### src/rtl/key_extract_cfg_if.sv
// Config-word handshake from the control-packet parser to the key-extract
// config sequencer.
interface key_extract_cfg_if #(
    parameter int STAGE_W = 3,
    parameter int KEY_OFF = 18
);
    logic [STAGE_W+KEY_OFF-1:0] cfg_data_in;
    logic                       cfg_valid_in;
    logic                       cfg_ready_out;

    modport master (output cfg_data_in, output cfg_valid_in, input  cfg_ready_out);
    modport slave  (input  cfg_data_in, input  cfg_valid_in, output cfg_ready_out);
endinterface

### src/rtl/key_extract_cfg_ctrl.sv
// Drains the pipeline before writing a new key offset into one key_extract
// stage, so no PHV ever sees a partially updated offset table.
module key_extract_cfg_ctrl #(
    parameter int NUM_STAGES = 5,
    parameter int KEY_OFF    = 18,
    parameter int STAGE_W    = 3,
    parameter int CNT_W      = 6,
    parameter int TIMEOUT    = 1023
) (
    input  logic                  clk,
    input  logic                  rst_n,
    key_extract_cfg_if.slave      cfg,
    input  logic                  phv_valid_entry,
    input  logic                  phv_valid_exit,
    output logic                  hold_out,
    output logic [KEY_OFF-1:0]    key_offset_out,
    output logic [NUM_STAGES-1:0] key_offset_valid_out,
    output logic                  cfg_done_out,
    output logic                  cfg_err_out
);
    localparam int TMO_W = $clog2(TIMEOUT + 1);

    typedef enum logic [1:0] {IDLE, DRAIN, APPLY, DONE} state_e;

    state_e                  state_q, state_d;
    logic [CNT_W-1:0]        cnt_q, cnt_d;
    logic [TMO_W-1:0]        tmo_q, tmo_d;
    logic [STAGE_W-1:0]      stage_q, stage_d;
    logic [KEY_OFF-1:0]      off_q, off_d;
    logic [KEY_OFF-1:0]      koff_q, koff_d;
    logic [NUM_STAGES-1:0]   strb_q, strb_d;
    logic                    hold_q, hold_d;
    logic                    done_q, done_d;
    logic                    err_q, err_d;

    logic [STAGE_W-1:0]      cfg_id;
    logic [KEY_OFF-1:0]      cfg_off;

    assign cfg_id            = cfg.cfg_data_in[STAGE_W+KEY_OFF-1 -: STAGE_W];
    assign cfg_off           = cfg.cfg_data_in[KEY_OFF-1:0];
    assign cfg.cfg_ready_out = (state_q == IDLE);

    assign hold_out             = hold_q;
    assign key_offset_out       = koff_q;
    assign key_offset_valid_out = strb_q;
    assign cfg_done_out         = done_q;
    assign cfg_err_out          = err_q;

    // In-flight count runs in every state; saturating both ways.
    always_comb begin
        cnt_d = cnt_q;
        if (phv_valid_entry && !phv_valid_exit && cnt_q != {CNT_W{1'b1}})
            cnt_d = cnt_q + 1'b1;
        else if (phv_valid_exit && !phv_valid_entry && cnt_q != '0)
            cnt_d = cnt_q - 1'b1;
    end

    always_comb begin
        state_d = state_q;
        tmo_d   = tmo_q;
        stage_d = stage_q;
        off_d   = off_q;
        koff_d  = koff_q;
        strb_d  = '0;
        hold_d  = hold_q;
        done_d  = 1'b0;
        err_d   = 1'b0;
        case (state_q)
            IDLE: begin
                if (cfg.cfg_valid_in) begin
                    if (32'(cfg_id) >= NUM_STAGES) begin
                        err_d = 1'b1;
                    end else begin
                        stage_d = cfg_id;
                        off_d   = cfg_off;
                        hold_d  = 1'b1;
                        tmo_d   = '0;
                        state_d = DRAIN;
                    end
                end
            end
            DRAIN: begin
                // An entry this cycle is not yet in cnt_q, so it also blocks the write.
                if (cnt_q == '0 && !phv_valid_entry) begin
                    koff_d  = off_q;
                    strb_d  = NUM_STAGES'(1) << stage_q;
                    state_d = APPLY;
                end else if (tmo_q == TMO_W'(TIMEOUT)) begin
                    hold_d  = 1'b0;
                    err_d   = 1'b1;
                    state_d = IDLE;
                end else begin
                    tmo_d = tmo_q + 1'b1;
                end
            end
            APPLY: begin
                hold_d  = 1'b0;
                done_d  = 1'b1;
                state_d = DONE;
            end
            default: state_d = IDLE;
        endcase
    end

    always_ff @(posedge clk or negedge rst_n) begin
        if (!rst_n) begin
            state_q <= IDLE;
            cnt_q   <= '0;
            tmo_q   <= '0;
            stage_q <= '0;
            off_q   <= '0;
            koff_q  <= '0;
            strb_q  <= '0;
            hold_q  <= 1'b0;
            done_q  <= 1'b0;
            err_q   <= 1'b0;
        end else begin
            state_q <= state_d;
            cnt_q   <= cnt_d;
            tmo_q   <= tmo_d;
            stage_q <= stage_d;
            off_q   <= off_d;
            koff_q  <= koff_d;
            strb_q  <= strb_d;
            hold_q  <= hold_d;
            done_q  <= done_d;
            err_q   <= err_d;
        end
    end
endmodule

### src/flat_wrapper.sv
// flat-port wrapper written by rule: the top's interface ports become plain ports
module key_extract_cfg_ctrl_flat 
#(
    parameter int NUM_STAGES = 5,
    parameter int KEY_OFF    = 18,
    parameter int STAGE_W    = 3,
    parameter int CNT_W      = 6,
    parameter int TIMEOUT    = 1023
)
  (clk, rst_n, phv_valid_entry, phv_valid_exit, hold_out, key_offset_out, key_offset_valid_out, cfg_done_out, cfg_err_out, cfg_cfg_data_in, cfg_cfg_valid_in, cfg_cfg_ready_out);
  key_extract_cfg_if #(.STAGE_W(STAGE_W), .KEY_OFF(KEY_OFF)) cfg_i ();
  input  logic clk;
  input  logic rst_n;
  input  logic phv_valid_entry;
  input  logic phv_valid_exit;
  output logic hold_out;
  output logic [KEY_OFF-1:0] key_offset_out;
  output logic [NUM_STAGES-1:0] key_offset_valid_out;
  output logic cfg_done_out;
  output logic cfg_err_out;
  input wire logic [$bits(cfg_i.cfg_data_in)-1:0] cfg_cfg_data_in;
  input wire logic [$bits(cfg_i.cfg_valid_in)-1:0] cfg_cfg_valid_in;
  output wire logic [$bits(cfg_i.cfg_ready_out)-1:0] cfg_cfg_ready_out;
  assign cfg_i.cfg_data_in = cfg_cfg_data_in;
  assign cfg_i.cfg_valid_in = cfg_cfg_valid_in;
  assign cfg_cfg_ready_out = cfg_i.cfg_ready_out;
  key_extract_cfg_ctrl #(.NUM_STAGES(NUM_STAGES), .KEY_OFF(KEY_OFF), .STAGE_W(STAGE_W), .CNT_W(CNT_W), .TIMEOUT(TIMEOUT)) u_core (.clk(clk), .rst_n(rst_n), .cfg(cfg_i), .phv_valid_entry(phv_valid_entry), .phv_valid_exit(phv_valid_exit), .hold_out(hold_out), .key_offset_out(key_offset_out), .key_offset_valid_out(key_offset_valid_out), .cfg_done_out(cfg_done_out), .cfg_err_out(cfg_err_out));
endmodule
### config.mk
export PLATFORM = sky130hd
export DESIGN_NAME = key_extract_cfg_ctrl_flat
export DESIGN_NICKNAME = d
export VERILOG_FILES = /design/src/rtl/key_extract_cfg_if.sv /design/src/rtl/key_extract_cfg_ctrl.sv /design/src/flat_wrapper.sv
export SDC_FILE = /design/constraint.sdc
export NUM_CORES = 1
export LEC_CHECK = 0
export ABC_CLOCK_PERIOD_IN_PS = 4350
export CAP_MARGIN = 10
export CORE_ASPECT_RATIO = 0.6
export CORE_MARGIN = 2
export CORE_UTILIZATION = 30
export DETAILED_ROUTE_END_ITERATION = 8
export DONT_BUFFER_PORTS = 1
export MAX_ROUTING_LAYER = met4
export PLACE_DENSITY_LB_ADDON = 0.05
export REMOVE_ABC_BUFFERS = 1
export SLEW_MARGIN = 40
export SYNTH_ARGS = -nofsm -noshare
export SYNTH_HDL_FRONTEND = slang
export SYNTH_SLANG_ARGS = --single-unit
### constraint.sdc
create_clock -name clk -period 4.35 [get_ports clk]
set_input_delay 1.0875 -clock clk [delete_from_list [all_inputs] [get_ports clk]]
set_output_delay 1.0875 -clock clk [all_outputs]
set_load 0.02 [all_outputs]
==> out/metrics.csv <==
stage;metric;value;unit
status;status;finished, final reports clean;
clock_tree;cts_sinks;65;
min_path;hold_path_class;in2async;
route;drtPass1Iterations;4;
floorplan;die_h;81.5;um
yosys;synthAdderAreaFrac;0.0441;
grt;grt_pass1_wl;11.4;mm
place;hpwlAfterDp;4.38;mm
place;port_buffers;0;
clock_tree;cts_tree;done;
floorplan;die_area;0.0109;mm2
yosys;synth-xor-area-share;0.0117;
timing;slew_viol_final;0;
cells_and_area;layout-area-overhead-vs-synth;14.6;%
yosys;synth_compound_area_frac;0.100;
pwr;power_frac_seq;0.446;
worst_setup_path;cp-end-kind;register;
grt;grt_overflow;0;
timing;clock_skew;0.00863;ns
yosys;ys_seq_area_frac;0.541;
clock_tree;cts_resized;0;
yosys;synth_cell_types;43;
route;drcViolationCount;0;
worst_setup_path;worstPathRequired;4.60;ns
timing;fin_crit;2.72;ns
cells_and_area;fin_util;0.351;
clock_tree;root_buffer;clkbuf_16;
clock_tree;numCtsBuffers;9;
pwr;p_sw;0.000822;W
route;wl;6.69;mm
floorplan;placeableCoreArea;0.00981;mm2
worst_setup_path;critPathBufInv;0;
grt;grt_usage;0.142;
floorplan;rows;28;
route;vias_per_cell;4.75;
yosys;synthSimpleGateAreaFrac;0.175;
timing;max_freq;0.367;GHz
clock_tree;cts.clk_slew.worst_paths;0.05;ns
grt;first_global_vias;2113;
clock_tree;cts_max_level;3;
clock_tree;clk_path_buf_depth;2;
worst_setup_path;worstPathCellList;nand2b_1 > o21bai_1 > ha_1 > a211oi_1 > o21bai_1 > a21oi_1 > mux2_2 > mux2i_1;
grt;grt_max_degree;66;
yosys;avgSynthCellArea;10.8;um2
yosys;synthCells;279;
route;wire_per_inst;15.8;um
yosys;synthFlopType;dfrtp_1;
pwr;p_clk_frac;0.297;
yosys;synth.area.mux_share;0.107;
yosys;yosysWarningCount;0;
cells_and_area;nets;320;
route;ant_nets;0;
timing;worst_pin_slew;0.760;ns
timing;setup_violations;0;
grt;met2_usage;0.197;
floorplan;die_width;133;um
worst_setup_path;cpMostUsedCell;o21bai_1;
grt;use_met1;0.188;
timing;fin_hold_ws;0.457;ns
worst_setup_path;cp_slowest_cell;mux2_2;
worst_setup_path;reg2regPathDepth;7;
yosys;synth_edf_count;0;
place;place_area;0.00316;mm2
clock_tree;cts_setup_buffers;0;
yosys;synth.cell_area;0.00301;mm2
yosys;async_flop_share;1.00;
route;drt_iter0_markers;85;
yosys;ys_ff_latch;65;
timing;rsz0062_at_grt;false;
clock_tree;clock_latency;0.32;ns
grt;grtUsageMet3;0.0586;
cells_and_area;mostFrequentLayoutCells;67 x nand2_1, 65 x dfrtp_1, 24 x mux2_2, 14 x o21ai_0, 10 x nor2_1;
timing;hold_viol;0;
worst_setup_path;max_stage_delay;0.37;ns
pwr;p_comb_frac;0.257;
pwr;vdd_drop_max;262;uV
yosys;synth_top_family_by_area;simple AND/OR/NAND/NOR gates;
timing;finalCritPeriodShare;0.626;
pwr;internal-power;0.00155;W
timing;timing.slew.headroom;0.489;
worst_setup_path;cp-start-kind;primary input;
run;cap_violations;0;
floorplan;initial_core_util;0.307;
worst_setup_path;critPathTopFamily;compound AO/OA/AOI/OAI gates;
cells_and_area;final_common_cell;nand2_1;
grt;top_usage_layer;met2;
pwr;leakagePower;1.54;nW
clock_tree;cts_hold_buf;0;
cells_and_area;antenna_cells;0;
worst_setup_path;path_class;in2reg;
route;num_vias;2014;
cells_and_area;fin_area;0.00345;mm2
floorplan;num_io_pins;53;
grt;antenna_found_initial;0;
worst_setup_path;cp_data_arrival_time;2.97;ns
place;finalWeightedCongestion;0.766;
cells_and_area;fillers;988;
timing;finalSetupTns;0;ns
pwr;p_per_area;688;mW/mm2
pwr;switching_share;0.347;
pwr;total_power;0.00237;W
cells_and_area;drive_gt1_frac;0.170;
worst_setup_path;crit_cells;8;
worst_setup_path;path_max_fanout;7;
sequential cells by signal (all words and copies together) (netlist names):
name                         cells
u_core.cfg_done_out              1
u_core.stage_q                   3
u_core.hold_out                  1
u_core.tmo_q                    10
u_core.key_offset_valid_out      5
u_core.off_q                    18
u_core.state_q                   2
u_core.cnt_q                     6
u_core.cfg_err_out               1
u_core.key_offset_out           18
logic make-up (layout without fill, tap and decap cells):
group                      Yosys count  count (layout)
AOI/OAI and AO/OA                   48              48
xor gates and xnor gates             4               4
adders and majority gates           10              10
buffers and inverters               14              24
DFF                                 65              65
muxes                               29              29
and+or+nand+nor                    109             109
per-stage QoR:
stage	setup slack (ns)	std cells
6_report	1.63	424
5_1_grt	1.46	424
4_1_cts	1.66	424
3_5_place_dp	1.34	408
3_3_place_gp	1.32	408
2_1_floorplan	1.24	271
cell usage after synthesis, types with 2 or more instances:
library cell	n	area, um2
a22o_1	2	17.5
nor4_1	4	25.0
mux2_2	24	270
a21o_1	3	22.5
buf_2	4	20.0
xor2_1	2	17.5
inv_1	6	22.5
and4_1	3	26.3
buf_1	2	7.51
nor3_1	2	10.0
nor4b_1	2	17.5
a211oi_1	2	15.0
o21ai_0	14	70.1
mux2i_1	5	50.1
or4_4	2	22.5
dfrtp_1	65	1630
ha_1	9	113
o21bai_1	3	22.5
nand2_1	67	251
xnor2_1	2	17.5
nor2_1	11	41.3
o31ai_1	3	22.5
nand4_1	5	31.3
a21oi_1	8	40.0
nand3_1	3	15.0
o41ai_1	2	17.5
a31oi_1	7	43.8
nand2b_1	2	12.5
final cells by class:
class | count | area, um2 | share of cell area
multi-input combinational | 200 | 1320 | 0.384
clock inverter | 5 | 56.3 | 0.0163
sequential | 65 | 1630 | 0.472
timing repair buffer | 2 | 15.0 | 0.00436
tap | 135 | 169 | 0.0490
clock buffer | 11 | 233 | 0.0675
inverter | 6 | 22.5 | 0.00654
per-layer routing:
| metal | vias up | part of all wire |
|---|---|---|
| li1 | 996 | - |
| met1 | 967 | 0.50 |
| met2 | 47 | 0.42 |
| met3 | 4 | 0.072 |
| met4 | 0 | 0.0069 |
| met5 | - | 0 |
path summary, 6_finish.rpt:
kind | slack (ns) | from | end
setup / recovery | 1.63 | phv_valid_exit | u_core.cnt_q[5]$_DFFE_PN0P_
hold / removal | 0.46 | rst_n | u_core.off_q[12]$_DFFE_PN0P_
setup reg to reg | 1.78 | u_core.state_q[1]$_DFFE_PN0P_ | u_core.tmo_q[5]$_DFFE_PN0P_
hold reg to reg | 0.47 | u_core.off_q[2]$_DFFE_PN0P_ | u_core.key_offset_out[2]$_DFFE_PN0P_
max in group asynchronous | 3.79 | rst_n | u_core.key_offset_out[6]$_DFFE_PN0P_
min in group clk | 0.47 | u_core.off_q[2]$_DFFE_PN0P_ | u_core.key_offset_out[2]$_DFFE_PN0P_
power groups by stage:
stage,clock [W],combinational [W],sequential (W)
after floorplan,0,0.000497,0.00102
final,0.000704,0.000609,0.00106
after global routing,0.000762,0.000699,0.00109
after detailed placement,0,0.000612,0.00107
after global placement,0,0.000615,0.00107
after CTS,0.000731,0.000615,0.00106
Note: power is estimated with default switching activity, not from simulation.
